File: src/rtl/accumulate_kernel.sv
// Counted-loop accumulate kernel: folds i or i*i into an accumulator per cycle.
// Define ACCUM_SATURATE_EN for saturating arithmetic instead of wrapping.
module accumulate_kernel #(
    parameter int WIDTH = 64,
    parameter int LIMIT = 10,
    parameter int STEP  = 1
) (
    input  logic             clk,
    input  logic             rst_n,
    input  logic             r_enable,
    input  logic [WIDTH-1:0] init_i,
    input  logic [WIDTH-1:0] init_acc,
    input  logic             mode,
    output logic             w_enable,
    output logic [WIDTH-1:0] result,
    output logic             busy
);

    typedef enum logic [1:0] {IDLE, LOOP, DONE} state_t;

    localparam logic [WIDTH:0] LIM = (WIDTH+1)'(LIMIT);
    localparam logic [WIDTH:0] STP = (WIDTH+1)'(STEP);

    state_t           state_q;
    state_t           state_d;
    logic [WIDTH:0]   i_q;
    logic [WIDTH-1:0] acc_q;
    logic             mode_q;
    logic             more;
    logic [WIDTH-1:0] i_low;
    logic [WIDTH-1:0] sq;
    logic [WIDTH-1:0] term;
    logic [WIDTH-1:0] acc_nxt;

    assign more  = i_q < LIM;
    assign i_low = i_q[WIDTH-1:0];
    assign term  = mode_q ? sq : i_low;

`ifdef ACCUM_SATURATE_EN
    logic [2*WIDTH-1:0] prod;
    logic [WIDTH:0]     sum;

    // Any overflow pins the value at all-ones; all-ones plus anything stays there.
    assign prod    = {{WIDTH{1'b0}}, i_low} * {{WIDTH{1'b0}}, i_low};
    assign sq      = (|prod[2*WIDTH-1:WIDTH]) ? '1 : prod[WIDTH-1:0];
    assign sum     = {1'b0, acc_q} + {1'b0, term};
    assign acc_nxt = sum[WIDTH] ? '1 : sum[WIDTH-1:0];
`else
    assign sq      = i_low * i_low;
    assign acc_nxt = acc_q + term;
`endif

    always_ff @(posedge clk or negedge rst_n) begin
        if (!rst_n) begin
            state_q <= IDLE;
        end else begin
            state_q <= state_d;
        end
    end

    always_comb begin
        state_d = state_q;
        unique case (state_q)
            IDLE:    if (r_enable) state_d = LOOP;
            LOOP:    if (!more) state_d = DONE;
            DONE:    state_d = IDLE;
            default: state_d = IDLE;
        endcase
    end

    always_comb begin
        w_enable = (state_q == DONE);
        busy     = (state_q != IDLE);
    end

    always_ff @(posedge clk or negedge rst_n) begin
        if (!rst_n) begin
            i_q    <= '0;
            acc_q  <= '0;
            mode_q <= 1'b0;
            result <= '0;
        end else begin
            unique case (state_q)
                IDLE: begin
                    if (r_enable) begin
                        i_q    <= {1'b0, init_i};
                        acc_q  <= init_acc;
                        mode_q <= mode;
                    end
                end
                LOOP: begin
                    if (more) begin
                        acc_q <= acc_nxt;
                        i_q   <= i_q + STP;
                    end else begin
                        result <= acc_q;
                    end
                end
                default: ;
            endcase
        end
    end

endmodule
File: config.mk
export PLATFORM = sky130hd
export DESIGN_NAME = accumulate_kernel
export DESIGN_NICKNAME = d
export VERILOG_FILES = /design/src/rtl/accumulate_kernel.sv
export SDC_FILE = /design/constraint.sdc
export NUM_CORES = 2
export LEC_CHECK = 0
export BUFFER_PORTS_ARGS = -buffer_cell sky130_fd_sc_hd__buf_2
export CAP_MARGIN = 40
export CORE_MARGIN = 1.5
export CORE_UTILIZATION = 35
export DETAILED_ROUTE_END_ITERATION = 8
export GPL_ROUTABILITY_DRIVEN = 0
export SLEW_MARGIN = 20
export SYNTH_ARGS = -nofsm -noshare
export SYNTH_HDL_FRONTEND = slang
export SYNTH_SLANG_ARGS = --single-unit
File: constraint.sdc
create_clock -name clk -period 14.9 [get_ports clk]
set_input_delay 1.49 -clock clk [delete_from_list [all_inputs] [get_ports clk]]
set_output_delay 1.49 -clock clk [all_outputs]
set_load 0.05 [all_outputs]
==> impl_metrics.py <==
metrics = {
    "status": {
        "status": "completed",
    },
    "logic_synthesis": {
        "ys_async_sr_fraction_pct": 100.0,
        "synth_edf_count": 0,
        "synth_top_area_share_pct": 50.82,
        "synth_area_mm2": 0.06666,
        "ys_warn_count": 0,
        "synth.distinct_cells": 72,
        "yosysTopAreaCell": "fa_1",
        "synth_seq_cells": 196,
        "yosysMostFrequentCell": "inv_1",
        "seq_area_frac_synth_pct": 7.358,
        "synth_top_cells_by_count": "1987 x inv_1, 1692 x fa_1, 841 x nand2_1",
        "synthFlopType": "dfrtp_1",
        "synth_cells": 7147,
        "synth.area.top_cells": "fa_1 51%, inv_1 11%, ha_1 7.4%, dfrtp_1 7.4%, nand2_1 4.7%",
        "syn-num-nets": 9364,
        "syn_area_per_cell_um2": 9.327,
    },
    "sta": {
        "maxSlewViolCount": 0,
        "setup-violations-final": 0,
        "hold_viol": 0,
        "fin_tns_setup_ns": 0,
        "tightestPinTransition_ns": 0.9038,
        "slew-limit-headroom_pct": 39.74,
        "finalCritPeriodShare_pct": 88.31,
        "grt_setup_unrepaired": "no",
        "holdWs_ns": 0.4832,
        "fin_skew_ns": 0.02993,
        "timing.fmax_mhz": 76.00,
        "fin_crit_ns": 13.16,
    },
    "setup_path": {
        "cp_common_cell": "fa_1",
        "slowest_stage": "dfrtp_2",
        "cp.arrival_ns": 13.61,
        "rrSetupSlack_ns": 1.74,
        "worstPathRequired_ns": 15.35,
        "crit_path_end_kind": "flop",
        "worstSetupPathType": "reg2reg",
        "critPathMaxStageDelay_ns": 0.97,
        "cp-start-kind": "flop",
        "path_max_fanout": 28,
    },
    "drt": {
        "vias": 49151,
        "finalWirelength_um": 221700,
        "drt.antenna.violating_nets": 0,
        "drc": 0,
        "dr.pass1.iters": 6,
        "drt_iter0_markers": 4117,
        "vias_per_cell": 5.083,
        "wl_per_cell_um": 22.93,
    },
    "grt": {
        "grt_first_pass_wirelength_um": 343600,
        "grt-ovfl-total": 0,
        "antenna_found_initial": 7,
        "track_usage_pct": 23.89,
        "grt_pass1_vias": 54933,
        "grt_start_max_net_pins": 101,
    },
    "flow_run": {
        "cap_violations": 0,
    },
    "placed_design": {
        "port_buffers": 197,
        "dp.cells": 9633,
        "post_dp_cell_area_mm2": 0.07058,
        "place_hpwl_um": 182500,
    },
    "clock_network": {
        "cts_buffers": 17,
        "cts_resized": 0,
        "clk_path_buf_depth": 2,
        "cts_setup_buffers": 0,
        "clkLatencyLatePin_ns": 0.55,
        "path_clk_slew_ns": 0.10,
        "cts_hold_buffers": 0,
        "cts.sinks": 196,
        "htree_num_levels": 4,
        "clockRootBuffer": "clkbuf_16",
        "cts_tree": "yes",
    },
    "floorplanning": {
        "die_area_mm2": 0.1931,
        "io_pins": 198,
        "start_util_pct": 35.38,
        "num_rows": 159,
        "die_height_um": 439.4,
        "core_mm2": 0.1884,
        "die_x_um": 439.4,
    },
    "hold_path": {
        "worstHoldPathType": "reg2reg",
    },
    "final_layout": {
        "register_area_mm2": 0.004942,
        "final_cell_area_mm2": 0.07126,
        "area_delta_synth_final_pct": 6.902,
        "drive_gt1_share_pct": 6.942,
        "nets": 9378,
        "multiInputGateArea_mm2": 0.05310,
        "fill_cells": 18779,
        "stdcell_count": 9670,
    },
}
## worst max-delay path, delay by kind of cell (launching register included)
kind / cells / cell delay, ns
AO/OA/AOI/OAI: 12 / 2.67
buffers and inverters: 7 / 1.21
AND/OR/NAND/NOR: 9 / 1.99
multiplexers: 1 / 0.32
XOR/XNOR: 2 / 0.31
adder cells (fa/ha/maj): 12 / 5.57
flip-flops: 1 / 0.97
## cell type report
| type | count | share of cell area (%) |
|---|---|---|
| multi-input cells | 4639 | 74.52 |
| inverters | 1997 | 10.52 |
| flip-flops and latches | 196 | 6.936 |
| well taps | 2495 | 4.381 |
| repair buffers | 310 | 2.788 |
| clock buffers | 17 | 0.5970 |
| clock inverters | 15 | 0.2581 |
| diodes | 1 | 0.003512 |
## logic make-up (layout without fill, tap and decap cells)
group,count (synthesis),count (layout),share of synthesized area [%]
other cells,0,1,0
simple gates,1624,1624,11.25
mux,109,109,1.832
flops,196,196,7.358
buf+inv,2312,2339,13.03
compound gates,638,638,5.937
fa+ha+maj,2085,2085,58.19
xor+xnor,183,183,2.405
## flip-flops by register name, summed over array words and instances (netlist names)
signal / count
mode_q: 1
state_q: 2
i_q: 65
acc_q: 64
result: 64
## routing by layer
| layer | up-vias | routed length, um | track usage, % | part of all wire, % |
|---|---|---|---|---|
| li1 | 20903 | - | - | - |
| met1 | 25605 | 87730 | 31.20 | 40 |
| met2 | 2194 | 105100 | 39.22 | 47 |
| met3 | 449 | 17400 | 3.755 | 7.8 |
| met4 | 0 | 11520 | 10.31 | 5.2 |
| met5 | - | 0 | 0 | 0 |
## layout by cell type (no fill, tap or decap), types with 7 or more instances in the layout
| cell type | synthesis | layout |
|---|---|---|
| inv_1 | 1987 | 1987 |
| fa_1 | 1692 | 1692 |
| nand2_1 | 841 | 840 |
| ha_1 | 393 | 393 |
| and2_1 | 371 | 370 |
| a21oi_1 | 208 | 208 |
| nor2_1 | 199 | 198 |
| buf_2 | 4 | 196 |
| dfrtp_1 | 196 | 174 |
| o21ai_0 | 143 | 143 |
| xnor2_1 | 125 | 125 |
| mux2_2 | 104 | 104 |
| buf_4 | 0 | 99 |
| a21o_1 | 87 | 87 |
| xor2_1 | 58 | 58 |
| nand3_1 | 45 | 45 |
| nand4_1 | 29 | 29 |
| nor3_1 | 29 | 29 |
| a31oi_1 | 27 | 27 |
| and3_1 | 26 | 26 |
| o21ai_1 | 22 | 22 |
| nor4_1 | 22 | 22 |
| o21a_1 | 21 | 21 |
| nor2b_1 | 19 | 18 |
| dfrtp_2 | 0 | 18 |
| clkbuf_16 | 0 | 17 |
| o21bai_1 | 15 | 15 |
| nand2b_1 | 14 | 13 |
| o211ai_1 | 12 | 12 |
| a211oi_1 | 12 | 12 |
| o31ai_1 | 11 | 11 |
| o22ai_1 | 11 | 11 |
| clkinv_1 | 10 | 9 |
| or3_1 | 9 | 9 |
| a21boi_0 | 8 | 8 |
| or2_2 | 7 | 7 |
| buf_8 | 0 | 7 |
## worst paths after layout
| path | endpoint | cells past startpoint | start |
|---|---|---|---|
| max | acc_q[63]$_DFFE_PN0P_ | 43 | i_q[4]$_DFFE_PN0P_ |
| max in group asynchronous | i_q[14]$_DFFE_PN0P_ | 2 | rst_n |
| min reg2reg | i_q[44]$_DFFE_PN0P_ | 2 | i_q[44]$_DFFE_PN0P_ |
| max reg2reg | acc_q[63]$_DFFE_PN0P_ | 43 | i_q[4]$_DFFE_PN0P_ |
| min | i_q[44]$_DFFE_PN0P_ | 2 | i_q[44]$_DFFE_PN0P_ |
| min in group asynchronous | result[13]$_DFFE_PN0P_ | 1 | rst_n |
## metrics by stage
stage | setup WS [ns] | utilization, %
after floorplan | 3.631 | -
after global placement | 2.152 | 37.40
after detailed placement | 2.085 | 37.46
after CTS | 1.953 | 37.79
after global routing | 1.277 | 37.82
final | 1.742 | 37.82
Power is not shown: default switching activity piles up to over one toggle a cycle in this logic, so the estimate is an artifact.
